### src/rtl/prod_acc_s8_pkg.sv
// Shared types and constants for the signed product accumulator.
// Optional build macro used by the slice: PROD_ACC_SATURATE_EN (clamp instead of wrap).
package prod_acc_pkg;

    localparam int unsigned PROD_W = 8;

    typedef enum logic [1:0] {
        S_IDLE  = 2'd0,
        S_ACCUM = 2'd1,
        S_DONE  = 2'd2
    } state_t;

    // Largest positive value of an acc_w-bit signed number, in the low acc_w bits.
    function automatic logic [31:0] sat_max(input int unsigned acc_w);
        logic [32:0] v;
        v = (33'd1 << (acc_w - 1)) - 33'd1;
        return v[31:0];
    endfunction

    // Most negative value of an acc_w-bit signed number, in the low acc_w bits.
    function automatic logic [31:0] sat_min(input int unsigned acc_w);
        return ~sat_max(acc_w);
    endfunction

endpackage

### src/rtl/prod_acc_s8_if.sv
// Handshake bundle between the multiplier stage, the accumulator and its consumer.
interface prod_acc_s8_if #(
    parameter int unsigned ACC_W = 12,
    parameter int unsigned CNT_W = 4
);
    import prod_acc_pkg::*;

    logic              start;
    logic [CNT_W-1:0]  num_terms;
    logic              in_valid;
    logic              in_ready;
    logic [PROD_W-1:0] prod;
    logic              out_valid;
    logic              out_ready;
    logic [ACC_W-1:0]  acc_out;
    logic              overflow;
    logic              busy;

    modport master (
        output start, num_terms, in_valid, prod, out_ready,
        input  in_ready, out_valid, acc_out, overflow, busy
    );

    modport slave (
        input  start, num_terms, in_valid, prod, out_ready,
        output in_ready, out_valid, acc_out, overflow, busy
    );

endinterface

### src/rtl/prod_acc_s8_acc_add_sat.sv
// Combinational ACC_W signed adder for one 8-bit product, with overflow detect.
// PROD_ACC_SATURATE_EN defined: result clamps on overflow; otherwise it wraps.
module acc_add_sat
    import prod_acc_pkg::*;
#(
    parameter int unsigned ACC_W = 12
) (
    input  logic [ACC_W-1:0]  acc,
    input  logic [PROD_W-1:0] prod,
    output logic [ACC_W-1:0]  sum,
    output logic              ovf
);

    logic [ACC_W:0] sum_x;

    // one guard bit: overflow when guard and sign disagree; guard is the true sign
    always_comb begin
        sum_x = {acc[ACC_W-1], acc} + {{(ACC_W + 1 - PROD_W){prod[PROD_W-1]}}, prod};
        ovf   = sum_x[ACC_W] ^ sum_x[ACC_W-1];
        sum   = sum_x[ACC_W-1:0];
`ifdef PROD_ACC_SATURATE_EN
        if (ovf) begin
            sum = sum_x[ACC_W] ? sat_min(ACC_W)[ACC_W-1:0] : sat_max(ACC_W)[ACC_W-1:0];
        end
`endif
    end

endmodule

### src/rtl/prod_acc_s8.sv
// Accumulates a job of num_terms signed 8-bit products and presents the sum.
// Build option: PROD_ACC_SATURATE_EN selects clamping arithmetic (default wraps).
module prod_acc_s8
    import prod_acc_pkg::*;
#(
    parameter int unsigned ACC_W = 12,
    parameter int unsigned CNT_W = 4
) (
    input  logic         clk,
    input  logic         rst_n,
    prod_acc_s8_if.slave bus
);

    state_t           state_q, state_d;
    logic [ACC_W-1:0] acc_q, sum;
    logic             ovf_q, add_ovf;
    logic [CNT_W-1:0] cnt_q, nterms_q;
    logic             load, accept;

    acc_add_sat #(.ACC_W(ACC_W)) u_add (
        .acc  (acc_q),
        .prod (bus.prod),
        .sum  (sum),
        .ovf  (add_ovf)
    );

    // state register
    always_ff @(posedge clk) begin
        if (!rst_n) state_q <= S_IDLE;
        else        state_q <= state_d;
    end

    // next-state logic and handshake decode; outputs follow the registered state only
    always_comb begin
        state_d       = state_q;
        load          = 1'b0;
        accept        = 1'b0;
        bus.in_ready  = 1'b0;
        bus.out_valid = 1'b0;
        bus.busy      = (state_q != S_IDLE);
        case (state_q)
            S_IDLE: begin
                if (bus.start) begin
                    load    = 1'b1;
                    state_d = (bus.num_terms == '0) ? S_DONE : S_ACCUM;
                end
            end
            S_ACCUM: begin
                bus.in_ready = 1'b1;
                if (bus.in_valid) begin
                    accept = 1'b1;
                    if (cnt_q == nterms_q - CNT_W'(1)) state_d = S_DONE;
                end
            end
            S_DONE: begin
                bus.out_valid = 1'b1;
                if (bus.out_ready) state_d = S_IDLE;
            end
            default: state_d = S_IDLE;
        endcase
    end

    // job registers: cleared on start, updated on each accepted product
    always_ff @(posedge clk) begin
        if (!rst_n) begin
            acc_q    <= '0;
            cnt_q    <= '0;
            nterms_q <= '0;
            ovf_q    <= 1'b0;
        end else if (load) begin
            acc_q    <= '0;
            cnt_q    <= '0;
            nterms_q <= bus.num_terms;
            ovf_q    <= 1'b0;
        end else if (accept) begin
            acc_q    <= sum;
            cnt_q    <= cnt_q + CNT_W'(1);
            ovf_q    <= ovf_q | add_ovf;
        end
    end

    assign bus.acc_out  = acc_q;
    assign bus.overflow = ovf_q;

endmodule

### src/flat_wrapper.sv
// flat-port wrapper written by rule: the top's interface ports become plain ports
module prod_acc_s8_flat import prod_acc_pkg::*;
#(
    parameter int unsigned ACC_W = 12,
    parameter int unsigned CNT_W = 4
)
  (clk, rst_n, bus_start, bus_num_terms, bus_in_valid, bus_prod, bus_out_ready, bus_in_ready, bus_out_valid, bus_acc_out, bus_overflow, bus_busy);
  prod_acc_s8_if #(.ACC_W(ACC_W), .CNT_W(CNT_W)) bus_i ();
  input  logic clk;
  input  logic rst_n;
  input wire logic [$bits(bus_i.start)-1:0] bus_start;
  input wire logic [$bits(bus_i.num_terms)-1:0] bus_num_terms;
  input wire logic [$bits(bus_i.in_valid)-1:0] bus_in_valid;
  input wire logic [$bits(bus_i.prod)-1:0] bus_prod;
  input wire logic [$bits(bus_i.out_ready)-1:0] bus_out_ready;
  output wire logic [$bits(bus_i.in_ready)-1:0] bus_in_ready;
  output wire logic [$bits(bus_i.out_valid)-1:0] bus_out_valid;
  output wire logic [$bits(bus_i.acc_out)-1:0] bus_acc_out;
  output wire logic [$bits(bus_i.overflow)-1:0] bus_overflow;
  output wire logic [$bits(bus_i.busy)-1:0] bus_busy;
  assign bus_i.start = bus_start;
  assign bus_i.num_terms = bus_num_terms;
  assign bus_i.in_valid = bus_in_valid;
  assign bus_i.prod = bus_prod;
  assign bus_i.out_ready = bus_out_ready;
  assign bus_in_ready = bus_i.in_ready;
  assign bus_out_valid = bus_i.out_valid;
  assign bus_acc_out = bus_i.acc_out;
  assign bus_overflow = bus_i.overflow;
  assign bus_busy = bus_i.busy;
  prod_acc_s8 #(.ACC_W(ACC_W), .CNT_W(CNT_W)) u_core (.clk(clk), .rst_n(rst_n), .bus(bus_i));
endmodule
### config.mk
export PLATFORM = sky130hd
export DESIGN_NAME = prod_acc_s8_flat
export DESIGN_NICKNAME = d
export VERILOG_FILES = /design/src/rtl/prod_acc_s8_pkg.sv /design/src/rtl/prod_acc_s8_if.sv /design/src/rtl/prod_acc_s8_acc_add_sat.sv /design/src/rtl/prod_acc_s8.sv /design/src/flat_wrapper.sv
export SDC_FILE = /design/constraint.sdc
export NUM_CORES = 1
export LEC_CHECK = 0
export ABC_AREA = 0
export CAP_MARGIN = 5
export CORE_UTILIZATION = 51
export DETAILED_ROUTE_END_ITERATION = 10
export PLACE_DENSITY = 0.79
export SLEW_MARGIN = 15
export SYNTH_ARGS = -nofsm -noshare
export SYNTH_HDL_FRONTEND = slang
export SYNTH_HIERARCHICAL = 1
export SYNTH_SLANG_ARGS = --single-unit
### constraint.sdc
create_clock -name clk -period 2.97 [get_ports clk]
set_input_delay 0.594 -clock clk [delete_from_list [all_inputs] [get_ports clk]]
set_output_delay 0.594 -clock clk [all_outputs]
set_load 0.01 [all_outputs]
; After elaboration in Yosys (flattened, before gate mapping)
; Cells that the tools add are included.
[op_classes]
n_bitwise = 3
n_eq_ne = 7
mux = 12
n_reduce_logical = 5
addsub = 3
[ops]
columns = op, n
row1 = 12-bit by 8-bit adder with 13-bit output, 1
row2 = 2-bit 2-to-1 mux, 5
row3 = 1-bit 2-to-1 mux, 6
row4 = 2-bit != test (second input constant), 3
row5 = 2-bit case mux with 3 select lines, 1
row6 = 4-bit by 1-bit adder with 4-bit output (second input constant), 1
row7 = 4-bit == test, 1
row8 = 4-bit zero test, 1
row9 = 4-bit AND reduction, 1
row10 = 4-bit by 1-bit subtractor with 4-bit output (second input constant), 1
row11 = 2-bit by 1-bit == test with 1-bit output (second input constant), 1
row12 = 2-bit == test (second input constant), 1
row13 = 2-bit zero test, 1
row14 = 2-bit by 1-bit != test with 1-bit output (second input constant), 1
row15 = 2-bit nonzero test, 1
row16 = 2-bit OR reduction, 1
row17 = 1-bit NOT, 1
row18 = 1-bit bitwise OR, 1
row19 = 1-bit XOR, 1
[totals]
word_cells = 35
inputBits = 17
reg_bits = 23
out_inout_bits = 16

; Longest topological paths before layout
; Gate-level depths: netlist of the first run.
[depth]
ltp_word = 5
ltp_mapped = 9

; Cells and area by module
; Netlist of the first run, hierarchy kept.
[by_module_without_submodules]
columns = module, cells_each, area_each_um2, seq_area_each_um2, instances
row1 = prod_acc_s8, 117, 1069.8, 460.4, 1
row2 = acc_add_sat, 76, 561.8, 0.0, 1

; Least setup slack after synthesis of the first run
; No wires, ideal clock.
[synth_timing]
path_type = input to register
start = input bus_prod[0]
end = register u_core.acc_q[10] (netlist: u_core/bus.acc_out[10])
arrival_time_ns = 2.248
t_required_ns = 2.904
stages = 9
n_path_buf = 0
setup_slack_ns = 0.656
cell_sequence = ha_1 -> fa_1 -> a21o_1 -> a41oi_1 -> a21oi_1 -> o21a_1 -> o211ai_1 -> nand2_1 -> a21oi_2
[synth_between]
elab_chain_len = 1
[synth_lines]
columns = element, line_no
row1 = from (decl), flat_wrapper.sv:14  ; input wire logic [$bits(bus_i.prod)-1:0] bus_prod;
row2 = 12-bit by 8-bit adder with 13-bit output, prod_acc_s8_acc_add_sat.sv:18  ; sum_x = {acc[ACC_W-1], acc} + {{(ACC_W + 1 - PROD_W){prod[PROD_W-1]}}, prod};
row3 = named net u_core.sum[10], prod_acc_s8.sv:15  ; logic [ACC_W-1:0] acc_q, sum;
row4 = to (signal assigned), prod_acc_s8.sv:76  ; acc_q <= sum;
row5 = to (decl), prod_acc_s8.sv:15
; The timed path passes the listed nets, and every way through them passes these cells.
; A chain may end at the register's enable or synchronous reset.

; Worst setup path after layout of the first run
; Ends and elaborated chain as after synthesis.

==> flow_metrics.py, run 1 <==
metrics = {
    "run_status": {
        "status": "finished clean",
    },
    "timing": {
        "rsz0062_at_grt": "false",
        "worst_pin_slew_ps": 610,
        "fin_setup_tns_ps": 0,
        "min_period_ps": 2680,
        "relSlewSlack_pct": 59.3,
        "hold_slack_ps": 490,
        "setup_viol": 0,
        "skew_ps": 11.0,
        "slew_violations": 0,
        "fmax_mhz": 374,
        "fin_ws_ps": 295,
        "min_period_over_period_pct": 90.1,
        "hold_viol": 0,
    },
    "finish": {
        "layout.nets": 256,
        "drive_above_1_share_pct": 5.83,
        "fill_cells": 270,
        "final_cells": 267,
        "fin_area_sq_um": 1980,
        "synthToLayoutAreaGrowth_pct": 21.2,
        "final_util_pct": 64.8,
        "insertedDiodeCount": 0,
    },
    "floorplan": {
        "fp.dieW_microns": 58.6,
        "pin_count": 33,
        "fp-row-count": 20,
        "die_h_microns": 58.6,
        "die-area_sq_um": 3430,
        "initial_core_util_pct": 53.4,
        "core_area_sq_um": 3050,
    },
    "synth": {
        "synth_ff_type": "dfxtp_1",
        "synth-simple-area-share_pct": 21.5,
        "netlist_area_sq_um": 1630,
        "muxShareOfSynthArea_pct": 2.45,
        "synthAdderAreaFrac_pct": 12.0,
        "synth_compound_area_share_pct": 21.8,
        "syn_inst": 193,
        "ys_seq_elements": 23,
        "yosys_warnings": 6,
        "synth_top_family_by_area": "compound AO/OA/AOI/OAI gates",
        "synthXorXnorAreaFrac_pct": 8.59,
        "synth.distinct_cells": 46,
        "synth_edf_count": 0,
        "yosysSeqAreaShare_pct": 28.2,
        "synth_fp_nets": 225,
        "syn_avg_cell_area_sq_um": 8.45,
        "async_reset_ff_share_pct": 0,
    },
    "grt": {
        "grt_pass1_wl_mm": 6.05,
        "gr-total-overflow": 0,
        "grt_max_degree": 18,
        "grt_usage_pct": 22.5,
        "grt_pass1_vias": 1385,
        "antenna_found_initial": 0,
    },
    "worst_setup_path": {
        "slowest_stage": "fa_1",
        "setup.worst_path.start": "bus_prod[0]",
        "r2r-start": "u_core/bus.acc_out[0]$_SDFFE_PP0P_",
        "path_cells": "clkdlybuf4s50_1 -> ha_1 -> fa_1 -> a21o_1 -> a41oi_1 -> a21oi_1 -> o21a_1 -> o211ai_1 -> nand2_1 -> a21oi_2",
        "cp.depth": 10,
        "critPathMaxStageDelay_ps": 410,
        "crit_end": "u_core/bus.acc_out[10]$_SDFFE_PP0P_",
        "cp-start-kind": "input port",
        "crit_buf_inv": 1,
        "crit-reg2reg-capture": "u_core/bus.acc_out[10]$_SDFFE_PP0P_",
        "reg2reg_slack_ps": 630,
        "critical_path.top_delay_family": "compound AO/OA/AOI/OAI gates",
        "path_max_fanout": 4,
        "reg2reg_depth": 9,
        "required_ps": 3230,
        "cp-end-kind": "flop",
        "cp.arrival_ps": 2940,
        "path_class": "input port to flop",
    },
    "power": {
        "combinationalPowerShare_pct": 26.1,
        "vdd_drop_max_mv": 0.249,
        "power_switching_mw": 0.190,
        "power_frac_seq_pct": 51.4,
        "finalPower_mw": 0.645,
        "power.density_nw_per_um2": 326,
        "intPower_mw": 0.455,
        "clockPowerShare_pct": 22.5,
        "p_sw_share_pct": 29.5,
        "leakage_nw": 0.808,
    },
    "detailed_routing": {
        "wl_per_cell_microns": 13.6,
        "wl_mm": 3.64,
        "drt-pass1-iter-count": 4,
        "avgViaCountPerCell": 5.52,
        "drc": 0,
        "drtAntennaViolNets": 0,
        "drt_iter0_drc": 69,
        "vias": 1473,
    },
    "clock_network": {
        "cts-root-to-sink-buffers": 2,
        "cts_resized": 0,
        "clock_sinks": 23,
        "clockRootBuffer": "clkbuf_4",
        "postCtsSetupBuffers": 0,
        "cts_tree": "yes",
        "cts_buffers": 3,
        "path_clk_slew_ps": 130,
        "hold_buffers": 0,
        "cts_max_level": 1,
        "clk_latency_ps": 310,
    },
    "job": {
        "maxCapViolCount": 0,
    },
    "placement": {
        "gp_congestion": 0.925,
        "dpl_cell_area_sq_um": 1950,
        "dpl.cell_count": 263,
        "dp_hpwl_mm": 2.79,
        "port_buffers": 32,
        "place_ws_ps": 0.537,
    },
    "worst_hold_path": {
        "min_path_type": "flop to flop",
    },
}
## worst reg2reg max path, cell delays in order, from the launching register on
cell and delay, ps:
dfxtp_1 340, ha_1 230, fa_1 410, a21o_1 220
a41oi_1 290, a21oi_1 190, o21a_1 200, o211ai_1 180
nand2_1 90, a21oi_2 140
## placed cells by master, fill, tap and decap left out, types with 2 or more instances in the layout
master            n
nand2b_1          2
or3_1             2
nor2_1           11
nor3_1            2
inv_1             7
ha_1             14
o21a_1            2
and4_1            2
a21o_1            3
mux2i_1           4
clkbuf_4          3
a211oi_1          4
a31oi_1           2
dfxtp_1          23
o21ai_0           8
and3b_1           2
xor2_1            8
nand2_1          33
clkdlybuf4s50_1  32
a21oi_1          21
a21oi_2           3
nor2b_1           6
xnor2_1           8
## synthesized netlist by cell type (2+ instances only)
| library cell | number | area, sq um |
|---|---|---|
| a211oi_1 | 4 | 30.0 |
| a21o_1 | 3 | 22.5 |
| a21oi_1 | 21 | 105 |
| a21oi_2 | 3 | 26.3 |
| a31oi_1 | 2 | 12.5 |
| and3b_1 | 2 | 17.5 |
| and4_1 | 2 | 17.5 |
| buf_6 | 2 | 22.5 |
| dfxtp_1 | 23 | 460 |
| ha_1 | 14 | 175 |
| inv_1 | 7 | 26.3 |
| mux2i_1 | 4 | 40.0 |
| nand2_1 | 33 | 124 |
| nand2b_1 | 2 | 12.5 |
| nor2_1 | 11 | 41.3 |
| nor2b_1 | 6 | 37.5 |
| nor3_1 | 2 | 10.0 |
| o21a_1 | 2 | 15.0 |
| o21ai_0 | 8 | 40.0 |
| or3_1 | 2 | 12.5 |
| xnor2_1 | 8 | 70.1 |
| xor2_1 | 8 | 70.1 |
## flip-flops by register name, summed over array words and instances, names as in the netlist
name                 count
u_core/bus.acc_out      12
u_core/cnt_q             4
u_core/state_q           2
u_core/nterms_q          4
u_core/bus.overflow      1
## worst min-delay path by stage
stage / cells past startpoint / endpoint / start / slack, ps
after detailed placement: 2 / u_core/bus.overflow$_SDFFE_PP0P_ / u_core/bus.overflow$_SDFFE_PP0P_ / 460
after global placement: 2 / u_core/bus.overflow$_SDFFE_PP0P_ / u_core/bus.overflow$_SDFFE_PP0P_ / 450
after global routing: 2 / u_core/bus.acc_out[2]$_SDFFE_PP0P_ / u_core/bus.acc_out[2]$_SDFFE_PP0P_ / 510
final: 2 / u_core/bus.acc_out[5]$_SDFFE_PP0P_ / u_core/bus.acc_out[5]$_SDFFE_PP0P_ / 490
after floorplan: 2 / u_core/cnt_q[1]$_SDFFE_PP0P_ / u_core/cnt_q[1]$_SDFFE_PP0P_ / 470
after CTS: 2 / u_core/bus.acc_out[5]$_SDFFE_PP0P_ / u_core/bus.acc_out[5]$_SDFFE_PP0P_ / 490
## final cells by class
cell class	instances	area (sq um)	share of cell area (%)
Sequential cell	23	460	23.3
Inverter	7	26.3	1.33
Multi-Input combinational cell	156	1080	54.7
Tap cell	44	55.1	2.78
Clock buffer	4	26.3	1.33
Timing Repair Buffer	33	328	16.6
## per-layer routing
| metal | vias up | part of all wire (%) | global-route usage, % |
|---|---|---|---|
| met3 | 6 | 2.9 | 2.42 |
| met5 | - | 0 | 0 |
| met2 | 28 | 49 | 37.6 |
| li1 | 741 | - | - |
| met1 | 698 | 47 | 30.0 |
| met4 | 0 | 1.5 | 8.84 |
## power groups by stage
stage | logic (mW) | clock network, mW | registers, mW
final | 0.168 | 0.145 | 0.331
after detailed placement | 0.167 | 0 | 0.338
after CTS | 0.168 | 0.153 | 0.331
after floorplan | 0.114 | 0 | 0.336
after global placement | 0.161 | 0 | 0.337
after global routing | 0.185 | 0.167 | 0.333
## kinds of logic (layout without fill, tap and decap cells)
group	after synthesis	count (layout)
and+or+nand+nor	68	68
AOI/OAI and AO/OA	53	53
DFF	23	23
xor gates and xnor gates	16	16
adders and majority gates	15	15
buffers and inverters	14	44
muxes	4	4
Power figures use the tool's default switching activity.
==> run 2, diff against run 1 <==
Settings changed: ABC_CLOCK_PERIOD_IN_PS set to 2970.
==> results of run 2 <==
No change in the layout: final DEF, timing and power equal those of run 1.
==> run 3, diff against run 2 <==
Settings changed: CORE_UTILIZATION 51 to 53, CTS_BUF_LIST set to sky130_fd_sc_hd__clkbuf_8, PLACE_DENSITY 0.79 to 0.82.
==> run 3 against run 2 <==
  * Count of clock-buffer cells in the layout is 1 lower
  * Combinational power hardly changed
  * Utilization rose by 5.3 points
  * The flow now finishes with violations (DRC)
  * Largest power group unchanged
  * Critical path type unchanged
  * Clock skew fell by 8.0 ps
  * Sequential power about the same
  * Largest cell class unchanged
  * Worst setup slack worse by 28 ps
==> flow_metrics.py, run 3 (synthesis results as in run 1) <==
metrics = {
    "timing": {
        "worst_pin_slew_ps": 598,
        "slew_violations": 0,
        "rsz0062_at_grt": "false",
        "min_period_over_period_pct": 91.0,
        "min_period_ps": 2700,
        "fmax_mhz": 370,
        "fin_setup_tns_ps": 0,
        "relSlewSlack_pct": 60.1,
        "hold_viol": 0,
        "setup_viol": 0,
        "skew_ps": 3.06,
    },
    "worst_setup_path": {
        "slowest_stage": "fa_1",
        "critical_path.top_delay_family": "compound AO/OA/AOI/OAI gates",
        "crit_buf_inv": 1,
        "path_class": "input port to flop",
        "cp-end-kind": "flop",
        "path_cells": "clkdlybuf4s50_1 -> ha_1 -> fa_1 -> a21o_1 -> a41oi_1 -> a21oi_1 -> o21a_1 -> o211ai_1 -> nand2_1 -> a21oi_2",
        "cp-start-kind": "input port",
        "path_max_fanout": 4,
        "cp.arrival_ps": 2900,
        "required_ps": 3170,
        "critPathMaxStageDelay_ps": 410,
    },
    "clock_network": {
        "cts_buffers": 3,
        "path_clk_slew_ps": 80,
        "cts_max_level": 1,
        "postCtsSetupBuffers": 0,
        "clock_sinks": 23,
        "clk_latency_ps": 260,
        "hold_buffers": 0,
        "cts_tree": "yes",
        "clockRootBuffer": "clkbuf_8",
        "cts_resized": 0,
        "cts-root-to-sink-buffers": 2,
    },
    "finish": {
        "largest_register_ffs": 12,
        "final_common_cell": "nand2_1",
        "drive_above_1_share_pct": 6.28,
        "fill_cells": 236,
        "final_cell_mix": "33 x nand2_1, 32 x clkdlybuf4s50_1, 23 x dfxtp_1, 21 x a21oi_1, 14 x ha_1",
        "insertedDiodeCount": 0,
        "layout.nets": 256,
        "final_cells": 254,
        "synthToLayoutAreaGrowth_pct": 21.4,
    },
    "placement": {
        "gp_congestion": 0.866,
        "port_buffers": 32,
        "dp_hpwl_mm": 2.67,
        "dpl.cell_count": 250,
    },
    "grt": {
        "antenna_found_initial": 0,
        "grt.busiest_layer": "met2",
        "grt_usage_pct": 22.2,
        "gr-usage-met1_pct": 28.7,
        "met2_usage_pct": 38.2,
        "grt_max_degree": 18,
        "grt_pass1_vias": 1357,
        "grt_pass1_wl_mm": 5.79,
        "gr-usage-met3_pct": 2.27,
        "gr-total-overflow": 0,
    },
    "worst_hold_path": {
        "min_path_type": "flop to flop",
    },
    "power": {
        "power.density_nw_per_um2": 350,
        "vdd_drop_max_mv": 0.244,
        "leakage_nw": 0.819,
        "finalPower_mw": 0.693,
    },
    "job": {
        "maxCapViolCount": 0,
    },
    "detailed_routing": {
        "drt_iter0_drc": 38,
        "avgViaCountPerCell": 5.73,
        "vias": 1455,
        "wl_per_cell_microns": 13.7,
        "drt-pass1-iter-count": 7,
        "drtAntennaViolNets": 0,
        "drc": 2,
        "wl_mm": 3.49,
    },
    "floorplan": {
        "pin_count": 33,
        "fp.dieW_microns": 57.5,
        "die-area_sq_um": 3300,
        "die_h_microns": 57.5,
        "initial_core_util_pct": 57.7,
        "fp-row-count": 19,
        "core_area_sq_um": 2830,
    },
    "run_status": {
        "status": "finished, violations left",
        "violations": "DRC",
    },
}
==> run 3: changes by cell type in the layout (fill, tap and decap cells not counted), sizes merged <==
cell,delta
clkinv,+1
clkbuf,-1
==> run 3: area by class of cell <==
| cell class | instances | area, sq um | area share, % |
|---|---|---|---|
| sequential | 23 | 460 | 23.2 |
| timing repair buffer | 33 | 328 | 16.6 |
| clock inverter | 1 | 5.00 | 0.253 |
| inverter | 7 | 26.3 | 1.33 |
| tap | 31 | 38.8 | 1.96 |
| clock buffer | 3 | 41.3 | 2.08 |
| multi-input combinational | 156 | 1080 | 54.6 |
==> run 3: path summary, 6_finish.rpt <==
kind                                         end  slack, ps  cells past startpoint                          startpoint
min             u_core/bus.overflow$_SDFFE_PP0P_        480                      2    u_core/bus.overflow$_SDFFE_PP0P_
min reg2reg     u_core/bus.overflow$_SDFFE_PP0P_        480                      2    u_core/bus.overflow$_SDFFE_PP0P_
max          u_core/bus.acc_out[10]$_SDFFE_PP0P_        270                     10                         bus_prod[0]
max reg2reg  u_core/bus.acc_out[10]$_SDFFE_PP0P_        640                      9  u_core/bus.acc_out[0]$_SDFFE_PP0P_
==> run 3: report_power, final <==
group          switching (mW)  leakage, nW  internal, mW  total (mW)
Combinational          0.0838        0.606        0.0830       0.167
Sequential             0.0121        0.187         0.319       0.331
Clock                   0.102       0.0255        0.0936       0.195
Total                   0.198        0.819         0.495       0.693
==> run 3: worst min-delay path: stages, from the launching register on <==
cell     delay (ps)
dfxtp_1         340
a21oi_1          40
nor2_1           70
==> run 3: routing by layer <==
metal	share of wire [%]	vias up
met1	46	679
met4	1.6	0
met3	3.0	6
met2	49	33
met5	0	-
li1	-	737
==> run 3: stage by stage <==
stage	instance area (sq um)	hold slack (ps)	worst slack (ps)	utilization (%)
final	1980	479	266	70.0
after global routing	1980	500	145	70.0
after CTS	1980	482	277	70.0
after detailed placement	1930	459	9.75	68.4
after global placement	1930	454	100	68.4
after floorplan	1630	474	656	-
